[config.mk]
export PLATFORM = sky130hd
export DESIGN_NAME = uart_frame_loader
export DESIGN_NICKNAME = d
export VERILOG_FILES = /design/src/rtl/uart_frame_loader.sv
export SDC_FILE = /design/constraint.sdc
export NUM_CORES = 1
export LEC_CHECK = 0
export ABC_AREA = 1
export CAP_MARGIN = 20
export CORE_ASPECT_RATIO = 0.5
export CORE_MARGIN = 4
export CORE_UTILIZATION = 60
export CTS_BUF_LIST = sky130_fd_sc_hd__clkbuf_2
export CTS_CLUSTER_DIAMETER = 100
export DETAILED_ROUTE_END_ITERATION = 10
export GPL_TIMING_DRIVEN = 1
export PLACE_DENSITY = 0.88
export SYNTH_ARGS = -nofsm -noshare
export SYNTH_HDL_FRONTEND = slang
export SYNTH_SLANG_ARGS = --single-unit
[constraint.sdc]
create_clock -name clk -period 3.28 [get_ports clk]
set_clock_uncertainty 0.1 [all_clocks]
set_input_delay 0.328 -clock clk [delete_from_list [all_inputs] [get_ports clk]]
set_output_delay 0.328 -clock clk [all_outputs]
set_load 0.05 [all_outputs]
[src/rtl/uart_frame_loader.sv]
// uart_frame_loader
// Unpacks received UART bytes into pairs of 4-bit grayscale pixels and writes
// them, high nibble first, into a linear frame buffer. Once the last pixel of
// the frame is written the block reports buffer_filled and ignores input until
// rearm or reset. A transfer that stalls mid-frame is resynchronised to pixel 0
// after TIMEOUT_CYCLES idle clocks.
//
// Input handshake: rx_valid is a one-cycle strobe with no back-pressure. A byte
// is taken in IDLE, and also in the WR_LO cycle so that bytes two cycles apart
// stream without a gap. A strobe in WR_HI cannot be taken; it is dropped and
// recorded in the sticky overflow flag. In FULL, strobes are ignored silently.
//
// All outputs are registered. The FSM state is exposed on dbg_state so that
// checkers can observe it.

module uart_frame_loader #(
    parameter int H_RES          = 640,
    parameter int V_RES          = 480,
    parameter int ADDR_W         = 19,
    parameter int TIMEOUT_CYCLES = 2_000_000
) (
    input  logic              clk,
    input  logic              reset,
    input  logic [7:0]        rx_data,
    input  logic              rx_valid,
    input  logic              rearm,
    output logic              fb_we,
    output logic [ADDR_W-1:0] fb_addr,
    output logic [3:0]        fb_data,
    output logic              buffer_filled,
    output logic              overflow,
    output logic              resync,
    output logic [1:0]        dbg_state
);

    localparam int TOTAL = H_RES * V_RES;
    localparam int TO_W  = $clog2(TIMEOUT_CYCLES + 1);

    // Pixel index of the left pixel of the final byte of the frame.
    localparam logic [ADDR_W-1:0] LAST_PAIR = ADDR_W'(TOTAL - 2);
    // Counter value at which the next idle clock completes the timeout.
    localparam logic [TO_W-1:0]   TO_LAST   = TO_W'(TIMEOUT_CYCLES - 1);

    typedef enum logic [1:0] {
        IDLE  = 2'd0,
        WR_HI = 2'd1,
        WR_LO = 2'd2,
        FULL  = 2'd3
    } state_t;

    state_t            state;
    logic [ADDR_W-1:0] pix_idx;   // left pixel of the byte being written / next byte
    logic [3:0]        hold_lo;   // low nibble of the accepted byte, written in WR_HI
    logic [TO_W-1:0]   to_cnt;    // idle clocks spent mid-frame

    assign dbg_state = state;

    // Frame loader FSM with registered write port, status flags and timeout.
    always_ff @(posedge clk or posedge reset) begin
        if (reset) begin
            state         <= IDLE;
            pix_idx       <= '0;
            hold_lo       <= '0;
            to_cnt        <= '0;
            fb_we         <= 1'b0;
            fb_addr       <= '0;
            fb_data       <= '0;
            buffer_filled <= 1'b0;
            overflow      <= 1'b0;
            resync        <= 1'b0;
        end else begin
            resync <= 1'b0;
            if (rearm) begin
                // Restart wins over any write in flight; a coincident strobe is lost.
                state         <= IDLE;
                pix_idx       <= '0;
                to_cnt        <= '0;
                fb_we         <= 1'b0;
                buffer_filled <= 1'b0;
                overflow      <= 1'b0;
            end else begin
                case (state)
                    IDLE: begin
                        if (rx_valid) begin
                            hold_lo <= rx_data[3:0];
                            fb_we   <= 1'b1;
                            fb_addr <= pix_idx;
                            fb_data <= rx_data[7:4];
                            to_cnt  <= '0;
                            state   <= WR_HI;
                        end else begin
                            fb_we <= 1'b0;
                            // Only a partially received frame can time out.
                            if (pix_idx != '0) begin
                                if (to_cnt == TO_LAST) begin
                                    pix_idx <= '0;
                                    resync  <= 1'b1;
                                    to_cnt  <= '0;
                                end else begin
                                    to_cnt <= to_cnt + 1'b1;
                                end
                            end
                        end
                    end

                    WR_HI: begin
                        fb_we   <= 1'b1;
                        fb_addr <= pix_idx + ADDR_W'(1);
                        fb_data <= hold_lo;
                        if (rx_valid) begin
                            overflow <= 1'b1;
                        end
                        state <= WR_LO;
                    end

                    WR_LO: begin
                        if (pix_idx == LAST_PAIR) begin
                            // Index is left parked on the last pair; FULL never advances it.
                            fb_we         <= 1'b0;
                            buffer_filled <= 1'b1;
                            state         <= FULL;
                        end else begin
                            pix_idx <= pix_idx + ADDR_W'(2);
                            if (rx_valid) begin
                                hold_lo <= rx_data[3:0];
                                fb_we   <= 1'b1;
                                fb_addr <= pix_idx + ADDR_W'(2);
                                fb_data <= rx_data[7:4];
                                to_cnt  <= '0;
                                state   <= WR_HI;
                            end else begin
                                fb_we <= 1'b0;
                                state <= IDLE;
                            end
                        end
                    end

                    FULL: begin
                        fb_we         <= 1'b0;
                        buffer_filled <= 1'b1;
                    end

                    default: begin
                        fb_we <= 1'b0;
                        state <= IDLE;
                    end
                endcase
            end
        end
    end

endmodule

After elaboration in Yosys (flattened, before gate mapping)

Index checks and enable logic that the tools add are counted.

Output and inout port bits: 29
Word-level logic and storage cells: 90
Input port bits: 12
Register bits after elaboration: 73

Bitwise operators: 1
Multiplexer cells: 43
Reduce and logical (&&, ||, !) cells: 17
Eq/ne operators: 16
Add/sub/neg operators: 3

Operators by type and width:

| cell                                                             | count |
|---|---|
| 19-bit two-way mux                                               | 8 |
| 21-bit two-way mux                                               | 6 |
| 19-bit case mux with 3 select lines                              | 1 |
| 21-bit case mux with 2 select lines                              | 1 |
| 19-bit case mux with 2 select lines                              | 1 |
| 21-bit by 1-bit adder with 21-bit output (second input constant) | 1 |
| 21-bit == test (second input constant)                           | 1 |
| 3-bit != test (second input constant)                            | 7 |
| 19-bit by 1-bit adder with 19-bit output (second input constant) | 1 |
| 19-bit by 2-bit adder with 19-bit output (second input constant) | 1 |
| 19-bit == test (second input constant)                           | 1 |
| 19-bit nonzero test                                              | 1 |
| 4-bit two-way mux                                                | 4 |
| 1-bit two-way mux                                                | 14 |
| 4-bit case mux with 3 select lines                               | 1 |
| 5-bit AND reduction                                              | 2 |
| 3-bit nonzero test                                               | 3 |
| 4-bit case mux with 2 select lines                               | 1 |
| 2-bit two-way mux                                                | 3 |
| 2-bit != test (second input constant)                            | 3 |
| 2-bit case mux with 3 select lines                               | 1 |
| 2-bit AND reduction                                              | 3 |
| 3-bit AND reduction                                              | 2 |
| 2-bit nonzero test                                               | 3 |
| other kinds (9)                                                  | 10 |

Logic depth before layout (Yosys ltp)

Gate-level depths: netlist of the first run.

Word-level depth: 6
Gate-level depth with buffers: 12
Depth with buffers taken out: 12

Worst setup path after synthesis of the first run

No wires, ideal clock.

Path kind: reg-to-reg
Start: register state[0], in the netlist dbg_state[0]
End: register fb_addr[14]
Setup slack: 0.878 ns
Stages on the path, launching flop included: 10
Clock period less this slack: 2.402 ns
Required time: 3.056 ns
Library setup time: 0.124 ns
Buffers on the path: 2
Arrival: 2.178 ns
Cell sequence: dfrtp_1 > inv_1 > ha_1 > buf_2 > inv_1 > nor2_1 > clkinv_1 > clkbuf_1 > a21oi_1 > a21oi_1

Word-level cells in the longest chain between the ends: 3
Elaborated cells between the ends (all ways): 9
Those cells by class: eq/ne (5); mux (1); reduce/logical (3)

RTL lines:

| item                                                                 | line | text |
|---|---|---|
| start, declared                                                      | 51   | `state_t state;` |
| start signal, assigned                                               | 61   | `state <= IDLE;` |
| start signal, assigned                                               | 75   | `state <= IDLE;` |
| start signal, assigned                                               | 90   | `state <= WR_HI;` |
| 2-bit == test (tied with other cells)                                | 82   | `case (state)` |
| 2-bit != test (no source line) or 3-bit nonzero test (tied branches) | --   |  |
| 5-bit AND reduction (no source line)                                 | --   |  |
| end signal, assigned                                                 | 87   | `fb_addr <= pix_idx;` |
| end signal, assigned                                                 | 108  | `fb_addr <= pix_idx + ADDR_W'(1);` |
| end signal, assigned                                                 | 127  | `fb_addr <= pix_idx + ADDR_W'(2);` |
| end, declared                                                        | 28   | `output logic [ADDR_W-1:0] fb_addr,` |

Parallel ways exist; a longest one is shown, timed or not.
A chain may end at the register's enable or synchronous reset.

Worst setup path in the final report of the first run

Start: register state[0], in the netlist dbg_state[0]
End: register fb_addr[6]

Same word-level chain as after synthesis.

==> results of run 1 <==
-- worst paths after layout --
kind | cells past startpoint | endpoint | startpoint
max | 9 | fb_addr[6]$_DFFE_PP0P_ | dbg_state[0]$_DFFE_PP0P_
max in group asynchronous | 3 | fb_data[3]$_DFFE_PP0P_ | reset
min reg2reg | 2 | to_cnt[20]$_DFFE_PP0P_ | to_cnt[20]$_DFFE_PP0P_
max reg2reg | 9 | fb_addr[6]$_DFFE_PP0P_ | dbg_state[0]$_DFFE_PP0P_
min in group clk | 3 | hold_lo[1]$_DFFE_PP0P_ | rx_data[1]
min | 2 | to_cnt[19]$_DFFE_PP0P_ | reset
-- sequential cells by signal, summed over array words and instances, names as in the netlist --
register	cells
buffer_filled	1
dbg_state	2
fb_addr	19
fb_data	4
fb_we	1
hold_lo	4
overflow	1
pix_idx	18
resync	1
to_cnt	21
-- stage by stage --
step	std cells	hold WS, ns	util
after detailed placement	788	0.369	0.686
after floorplan	670	0.349	-
final	803	0.0623	0.700
after CTS	803	0.0510	0.700
after global placement	788	0.362	0.686
after global routing	803	0.0935	0.700
-- area by class of cell --
cell class	instances	area [µm²]
Timing Repair Buffer	46	458
Sequential cell	72	1800
Multi-Input combinational cell	516	2500
Inverter	58	223
Clock inverter	4	46.3
Clock buffer	11	55.1
Fill cell	634	2230
Tap cell	96	120
-- layout by cell type, fill, tap and decap left out, types with 3 or more instances in the layout --
| master | count |
|---|---|
| inv_1 | 53 |
| nand2_4 | 4 |
| xor2_1 | 7 |
| o21ai_0 | 30 |
| dfrtp_1 | 72 |
| clkbuf_2 | 11 |
| nand3_1 | 61 |
| nor2_1 | 109 |
| ha_1 | 6 |
| nor3_1 | 8 |
| a31oi_1 | 5 |
| buf_4 | 5 |
| a21oi_1 | 26 |
| mux2i_1 | 4 |
| nand4_1 | 29 |
| nor2_2 | 4 |
| inv_2 | 3 |
| clkdlybuf4s50_1 | 40 |
| nand2_1 | 194 |
| nand3_2 | 7 |
| clkinv_1 | 3 |
-- cells in the mapped netlist, types with 4 or more instances --
master,count,area [µm²]
nand3_2,7,70.1
nand4_1,29,181
dfrtp_1,72,1800
nor2_1,109,409
nor2_2,4,25.0
ha_1,6,75.1
nand2_4,4,45.0
a31oi_1,5,31.3
a21oi_1,26,130
nand3_1,61,305
nor3_1,8,40.0
mux2i_1,4,40.0
o21ai_0,30,150
clkbuf_1,7,26.3
nand2_1,194,728
xor2_1,7,61.3
buf_2,12,60.1
inv_1,54,203
-- cells by family (layout without fill, tap and decap cells) --
group / Yosys count / in the layout / share of synthesized area
AO/OA/AOI/OAI: 71 / 71 / 0.0853
AND/OR/NAND/NOR: 428 / 428 / 0.414
flip-flops: 72 / 72 / 0.388
buffers and inverters: 82 / 119 / 0.0754
adder cells (fa/ha/maj): 6 / 6 / 0.0162
XOR/XNOR: 7 / 7 / 0.0132
multiplexers: 4 / 4 / 0.00861
-- power by group through the flow --
stage	registers, W	clock network, W	logic [W]
6_report	0.00114	0.000486	0.00161
4_1_cts	0.00114	0.000500	0.00161
5_1_grt	0.00117	0.000532	0.00171
3_5_place_dp	0.00116	0	0.00161
2_1_floorplan	0.00162	0	0.000688
3_3_place_gp	0.00116	0	0.00158
-- routing by layer --
| metal | GRT usage | part of all wire |
|---|---|---|
| met1 | 0.351 | 0.46 |
| met3 | 0.0518 | 0.068 |
| met4 | 0.0611 | 0.0075 |
| met2 | 0.412 | 0.46 |
| met5 | 0 | 0 |
-- critical path, stage by stage (launching register included) --
cell	delay, ns
dfrtp_1	0.48
inv_1	0.22
ha_1	0.63
inv_1	0.12
nor2_1	0.20
nor3_2	0.09
nand2_4	0.18
inv_2	0.21
nor2_1	0.15
a31oi_1	0.06
==> metrics.md, run 1 <==
| Metric | Value |
|---|---|
| Status | `finished clean` |
| Slew @ Worst Pin | `between 0.6 and 0.7 ns` |
| Max-Cap Viols | `0` |
| CTS Hold Bufs | `0` |
| Number of synthesized flops with an enable pin | `0` |
| Combinational share of power | `0.497` |
| Row count | `22` |
| Clock-pin slew on the worst setup and hold paths | `0.21 ns` |
| Initial antenna violation count | `0` |
| Seq pwr share | `0.353` |
| WS Path Type | `reg2reg` |
| Worst R2R Setup Slack | `between 0.7 and 0.8 ns` |
| Routed WL | `between 10 and 15 mm` |
| Final nets | `just over 700` |
| Internal | `roughly 0.0017 W` |
| Final Instance Area | `just over 5000 µm²` |
| Clock power frac | `0.150` |
| DRC Markers | `0` |
| Hold Crit Class | `in2async` |
| Die Wd | `between 100 and 150 µm` |
| Ys async rst share | `1.00` |
| Total gr overflow | `0` |
| CTS Buffer Depth | `2` |
| DR WL/cell | `approximately 14 µm` |
| Mean Syn Cell Area | `between 6 and 7 µm²` |
| Final HPWL DP | `8.20 mm` |
| Placer Congestion | `0.980` |
| CP arrival | `roughly 2.9 ns` |
| DRC marker count from the first detailed-route iteration | `approximately 440` |
| CTS Sinks | `just over 70` |
| Fin crit share | `0.774` |
| Root buffer cell | `clkbuf_2` |
| Layout cell share with drive strength beyond 1 | `0.0693` |
| Max frequency | `approximately 0.4 GHz` |
| Placeable Area | `between 7000 and 8000 µm²` |
| Die ar. | `roughly 9300 µm²` |
| Power density over cell area | `approximately 620 nW/µm²` |
| Initial core utilization | `0.625` |
| Hold Vio Cnt, Final | `0` |
| Static leakage | `approximately 2.4 nW` |
| Port Buffers | `40` |
| Library cells used by synthesis | `41` |
| Vias | `4527` |
| Finish-stage setup viols | `0` |
| Pwr Total | `between 0.003 and 0.004 W` |
| Crit. End Element | `register` |
| First-pass GRT wire length | `slightly below 20 mm` |
| Syn-to-layout area delta | `11.9%` |
| Post-synthesis register bit count | `between 70 and 80` |
| Vias in the first global route | `approximately 4000` |
| Die height | `70.2 µm` |
| Cts bufs inserted | `9` |
| # IOs | `41` |
| Mapped Nets | `just under 700` |
| Drt pass-1 iters | `6` |
| CP Launch Type | `register` |
| Cts repair resizes | `0` |
| RSZ-0062 raised after global routing | `false` |
| Sw frac | `0.483` |
| Setup WS pre-CTS | `about 0.77 ns` |
| Postcts setup bufs | `0` |
| N_diodes | `0` |
| CTS tree | `done` |
| Worst setup margin | `approximately 0.74 ns` |
| Mapped Area | `4650 µm²` |
| Largest net degree at the start of global routing | `46` |
| WP data required | `approximately 3.6 ns` |
| Relative slew slack | `0.555` |
| Psw | `approximately 0.0016 W` |
| Ys Warns | `0` |
| Crit Path Max Fanout | `21` |
| CTS H-Tree Depth | `3` |
| DR vias/cell | `5.64` |
| Synth Flop Type | `dfrtp_1` |
| Cell Area, Placed | `approximately 5100 µm²` |
| TNS Setup | `0 ns` |
| Min Tclk post-route | `2.54 ns` |
| Gr usage total | `0.254` |
| Seq/Total Area, Yosys | `0.388` |
| Fin. max-slew vios | `0` |
| Post-Syn Instances | `between 600 and 700` |
| Remaining antenna violation count | `0` |
| Clk_lat worst skew | `approximately 0.54 ns` |
| Max IR drop VDD | `around 0.31 mV` |
(Power assumes the default switching activity.)
==> inputs of run 2 (changes only) <==
--- a/config.mk
+++ b/config.mk
@@ -9,12 +9,12 @@
 export CAP_MARGIN = 20
 export CORE_ASPECT_RATIO = 0.5
 export CORE_MARGIN = 4
-export CORE_UTILIZATION = 60
+export CORE_UTILIZATION = 54
 export CTS_BUF_LIST = sky130_fd_sc_hd__clkbuf_2
 export CTS_CLUSTER_DIAMETER = 100
 export DETAILED_ROUTE_END_ITERATION = 10
 export GPL_TIMING_DRIVEN = 1
-export PLACE_DENSITY = 0.88
+export PLACE_DENSITY = 0.84
 export SYNTH_ARGS = -nofsm -noshare
 export SYNTH_HDL_FRONTEND = slang
 export SYNTH_SLANG_ARGS = --single-unit
==> constraint.sdc (replaced) <==
create_clock -name clk -period 2.2 [get_ports clk]
set_clock_uncertainty 0.1 [all_clocks]
set_input_delay 0.22 -clock clk [delete_from_list [all_inputs] [get_ports clk]]
set_output_delay 0.22 -clock clk [all_outputs]
set_load 0.05 [all_outputs]
==> run 2 against run 1 <==
Sequential cell count stayed put; critical path depth is 8 lower; clock-buffer cell count down 2; setup slack worse by 0.65 ns; worst hold slack improved by 0.043 ns; utilization shrank 2.5 points; combinational power is 65% higher; via count rose by 2.2%; non-clock buffer count up 20; critical endpoint is now fb_addr[18]; largest cell class unchanged.
==> metrics.md, run 2 (synthesis results as in run 1) <==
| Metric | Value |
|---|---|
| Pwr Total | `between 0.005 and 0.006 W` |
| Slew @ Worst Pin | `approximately 0.63 ns` |
| Min Tclk post-route | `2.11 ns` |
| Max reg flops | `21` |
| Die height | `73.6 µm` |
| DR vias/cell | `~5.5` |
| CP max-delay cell | `clkdlybuf4s50_1` |
| Worst R2R Path Depth | `10` |
| Hold Vio Cnt, Final | `0` |
| Worst path cell trace | `clkdlybuf4s50_1` |
| Finish-stage setup viols | `0` |
| WP data required | `about 1.9 ns` |
| Layout cell share with drive strength beyond 1 | `0.107` |
| Cell Area, Placed | `between 5000 and 6000 µm²` |
| Relative slew slack | `0.576` |
| Fin. max-slew vios | `0` |
| Gr usage total | `0.248` |
| CTS tree | `done` |
| CP Launch Type | `register` |
| CTS Buffer Depth | `2` |
| Placer Congestion | `0.951` |
| First-pass GRT wire length | `slightly above 20 mm` |
| Vias | `between 4000 and 5000` |
| CP arrival | `~1.8 ns` |
| Most frequent cells in the layout | `194 x nand2_1, 108 x nor2_1, 68 x dfrtp_1` |
| Placed insts | `between 800 and 900` |
| Commonest non-fill, non-tap cell in the layout | `nand2_1` |
| Max-Cap Viols | `0` |
| Routed WL | `approximately 12 mm` |
| DRC marker count from the first detailed-route iteration | `roughly 410` |
| Remaining antenna violation count | `0` |
| Drt pass-1 iters | `5` |
| Max frequency | `0.474 GHz` |
| Hold Crit Class | `in2reg` |
| Power density over cell area | `about 960 nW/µm²` |
| Setup WS pre-CTS | `approximately 0.13 ns` |
| Initial core utilization | `0.569` |
| Initial antenna violation count | `0` |
| Fin cells | `840` |
| Kind of cell adding the most delay to the critical path | `buffers and inverters` |
| Buffers & Inverters on Critical Path | `1` |
| Row count | `23` |
| Syn-to-layout area delta | `18.7%` |
| Die Wd | `approximately 140 µm` |
| Largest Register | `to_cnt` |
| Clock-pin slew on the worst setup and hold paths | `0.23 ns` |
| DRC Markers | `0` |
| Critical path depth | `1` |
| CTS H-Tree Depth | `3` |
| WS Path Type | `reg2out` |
| Final nets | `between 700 and 800` |
| Final HPWL DP | `8.86 mm` |
| # IOs | `41` |
| Vias in the first global route | `roughly 4300` |
| Crit. End Element | `output pin` |
| CTS Sinks | `72` |
| Root buffer cell | `clkbuf_2` |
| Max stage delay on crit path | `a little over 0.8 ns` |
| Max IR drop VDD | `between 0.4 and 0.5 mV` |
| Layout Utilization | `0.675` |
| Worst setup margin | `0.0892 ns` |
| Cts bufs inserted | `9` |
| Largest net degree at the start of global routing | `25` |
| DR WL/cell | `14.6 µm` |
| Crit Path Max Fanout | `2` |
| Fin crit share | `0.959` |
| Total gr overflow | `0` |
| Status | `finished clean` |
| Hold Path Cell Cnt | `3` |
| Die ar. | `roughly 10000 µm²` |
| Placeable Area | `~8000 µm²` |
| Largest regs | `to_cnt x21, fb_addr x19, pix_idx x18` |
| N_diodes | `0` |
| Static leakage | `between 2 and 3 nW` |
| Port Buffers | `40` |
| Clk_lat worst skew | `between 0.5 and 0.6 ns` |
| Final Instance Area | `between 5000 and 6000 µm²` |
==> run 2: cell count changes in the layout (fill, tap and decap cells not counted), moves of 2 or more <==
cell	previous run	this run
buf_4	5	21
clkinv_1	3	1
dfrtp_2	0	4
dfrtp_1	72	68
clkinv_4	1	4
clkdlybuf4s50_1	40	25
buf_12	1	3
clkbuf_2	11	9
dlymetal6s2s_1	0	15
==> run 2: worst register-to-register path, cell delays in order, from the launching register on <==
cell and delay, ns:
dfrtp_2 0.44, ha_1 0.22, nand2_1 0.08, nor2_2 0.15
nand2_1 0.10, nor2_2 0.10, nand3_2 0.12, o21bai_4 0.30
nand2_8 0.19, nand3_1 0.12, nand2_1 0.05
==> run 2: what timing repair did <==
| item | 4_1_cts | 5_1_grt |
|---|---|---|
| buffers inserted | 0 | 3 |
| endpoints found under the setup margin | 0 | 51 |
| resized for setup | 0 | 25 |
| endpoints found under the hold margin | 20 | 0 |
| hold buffers | 1 | 0 |
==> run 2: final cells by class <==
class                           count  area, µm²
Clock buffer                        9       45.0
Clock inverter                      7        104
Fill cell                         691       2660
Inverter                           58        229
Multi-Input combinational cell    516       2510
Sequential cell                    72       1810
Tap cell                          112        140
Timing Repair Buffer               66        681
==> run 2: path summary, 6_finish.rpt <==
kind / startpoint / endpoint / slack, ns
worst min register to register: fb_data[1]$_DFFE_PP0P_ / fb_data[1]$_DFFE_PP0P_ / 0.42
worst min-delay path: rx_data[2] / hold_lo[2]$_DFFE_PP0P_ / 0.11
worst max register to register: to_cnt[0]$_DFFE_PP0P_ / pix_idx[11]$_DFFE_PP0P_ / 0.15
min in group asynchronous: reset / pix_idx[18]$_DFFE_PP0P_ / 0.50
worst max-delay path: fb_addr[18]$_DFFE_PP0P_ / fb_addr[18] / 0.09
max in group asynchronous: reset / to_cnt[15]$_DFFE_PP0P_ / 1.00
==> run 2: routing by layer <==
layer,part of all wire,up-vias,GRT usage
met4,0.019,0,0.0672
met2,0.48,162,0.411
met5,0,-,0
met3,0.056,24,0.0631
li1,-,2289,-
met1,0.45,2153,0.330
==> run 2: per-stage QoR <==
| stage | setup TNS (ns) | hold WS [ns] |
|---|---|---|
| final | 0 | 0.105 |
| after global placement | 0 | 0.366 |
| after floorplan | 0 | 0.241 |
| after CTS | 0 | 0.0750 |
| after detailed placement | 0 | 0.370 |
| after global routing | -0.00568 | 0.0577 |
==> run 2: power breakdown <==
group	total [W]	switching, W	internal (W)	leakage, nW
Clock	0.000922	0.000534	0.000388	0.0867
Combinational	0.00265	0.00182	0.000827	1.64
Sequential	0.00170	0.000142	0.00156	0.955
Total	0.00527	0.00250	0.00278	2.68
==> edit, RTL diff (config.mk and constraints of run 2) <==
`ADDR_W`: 19 -> 23.
--- a/src/rtl/uart_frame_loader.sv
+++ b/src/rtl/uart_frame_loader.sv
@@ -16,7 +16,7 @@
 module uart_frame_loader #(
     parameter int H_RES          = 640,
     parameter int V_RES          = 480,
-    parameter int ADDR_W         = 19,
+    parameter int ADDR_W         = 23,
     parameter int TIMEOUT_CYCLES = 2_000_000
 ) (
     input  logic              clk,
Ports: changed (resized fb_addr); port bits go from 41 to 45. No check against the original RTL was run, so the function may have changed too.
==> edit against run 2 <==
Count of clock-buffer cells in the layout unchanged. Critical path depth is the same. Sequential share of layout area fell by 0.87 points. Total power fell by 9.8%. Setup slack worse by 0.0031 ns. Final area rose by 14%. Sequential cell count increased by 8. Area after synthesis up 17%. Routed wire length grew 10%. Core utilization down 2.0 points. Highest routed layer unchanged.
==> edit: results <==
[worst_setup_path]
rr_worst_depth = 11
r2r_end = pix_idx[1]
r2r_start = pix_idx[1]
slowest_stage = clkdlybuf4s50_1

[pwr]
power_leakage_nw = 3.22
comb_power_w = 0.00206
p_int_w = 0.00266
ir_worst_vdd_mv = 0.323

[final_layout]
top_regs = fb_addr (23), pix_idx (22), to_cnt (21)
drive_above_1_share = 0.169
fillers = 899
nets = 848
fin_cells = 970

[route]
routed_wl_um = 13500
avgViaCountPerCell = 5.35
drt_iter0_drc = 567

[placed_design]
gp_congestion = 0.966
portBuffers = 44
place_inst = 951
dp.final_hpwl_um = 10100

[sta]
tightest_slew_ns = 0.523
fin_setup_tns_ns = 0

[clocking]
cts_resized = 0
clkTransAtPathRegs_ns = 0.25

[run_status]
status = complete, no violations

[global_route]
grt_first_pass_wirelength_um = 23200
grt.total_usage = 0.240
grt_pass1_vias = 4962
grt_max_degree = 50

[synth]
synth_common_cells = nand2_1, nor2_1, dfrtp_1
ys_seq_area_frac = 0.367
yosysWarnings = 0
synth_area_leaders = dfrtp_1, nand2_1, nor2_1, nand2_2, nand3_1
synthDistinctLibCells = 42
synth.net_count = 793
avgSynthCellArea_um2 = 7.04

[min_path]
hold_path_depth = 3
holdCritStartpoint = rx_data[0]
hold_path_end = hold_lo[0]
hp-class = in -> reg
edit: per-stage QoR:
step	hold slack [ns]	utilization	instance area [um^2]	power, W	setup slack (ns)
final	0.107	0.655	6310	0.00476	0.0861
after global routing	0.0632	0.655	6310	0.00501	0.00155
after CTS	0.0666	0.648	6240	0.00478	0.0225
after detailed placement	0.365	0.631	6080	0.00380	0.0657
after global placement	0.362	0.631	6080	0.00377	0.0484
after floorplan	0.265	-	5460	0.00325	0.0188
edit: cell families after synthesis:
family	Yosys count	share of synthesized area
buffers and inverters	104	0.0906
adders and majority gates	6	0.0138
xor gates and xnor gates	6	0.00964
muxes	4	0.00734
and+or+nand+nor	493	0.424
AOI/OAI and AO/OA	82	0.0877
DFF	80	0.367
edit: layout make-up:
type,count,area share
clock buffer,9,0.00713
clock inverter,7,0.0163
inverter,77,0.0466
multi-input combinational,591,0.470
sequential,80,0.319
tap,135,0.0268
timing repair buffer,71,0.115
edit: tightest hold or removal path: cells and delay by family:
kind / cells / cell delay [ns]
compound gates: 1 / 0.07
buf+inv: 2 / 0.44
edit: worst max path at each step:
stage | from | end | slack (ns) | cells after the start
finish | fb_addr[0] | fb_addr[0] | 0.09 | 1
global route | fb_addr[0] | fb_addr[0] | 0.002 | 1
CTS | fb_addr[17] | fb_addr[17] | 0.02 | 1
detailed placement | rx_valid | to_cnt[20] | 0.07 | 7
global placement | rx_valid | to_cnt[20] | 0.05 | 7
floorplan | dbg_state[0] | fb_addr[18] | 0.02 | 8
edit: metal layers:
layer / up-vias / GRT usage / part of all wire
met5: - / 0 / 0
met4: 0 / 0.0547 / 0.012
met3: 24 / 0.0462 / 0.056
met2: 156 / 0.412 / 0.49
met1: 2425 / 0.319 / 0.45
li1: 2587 / - / -
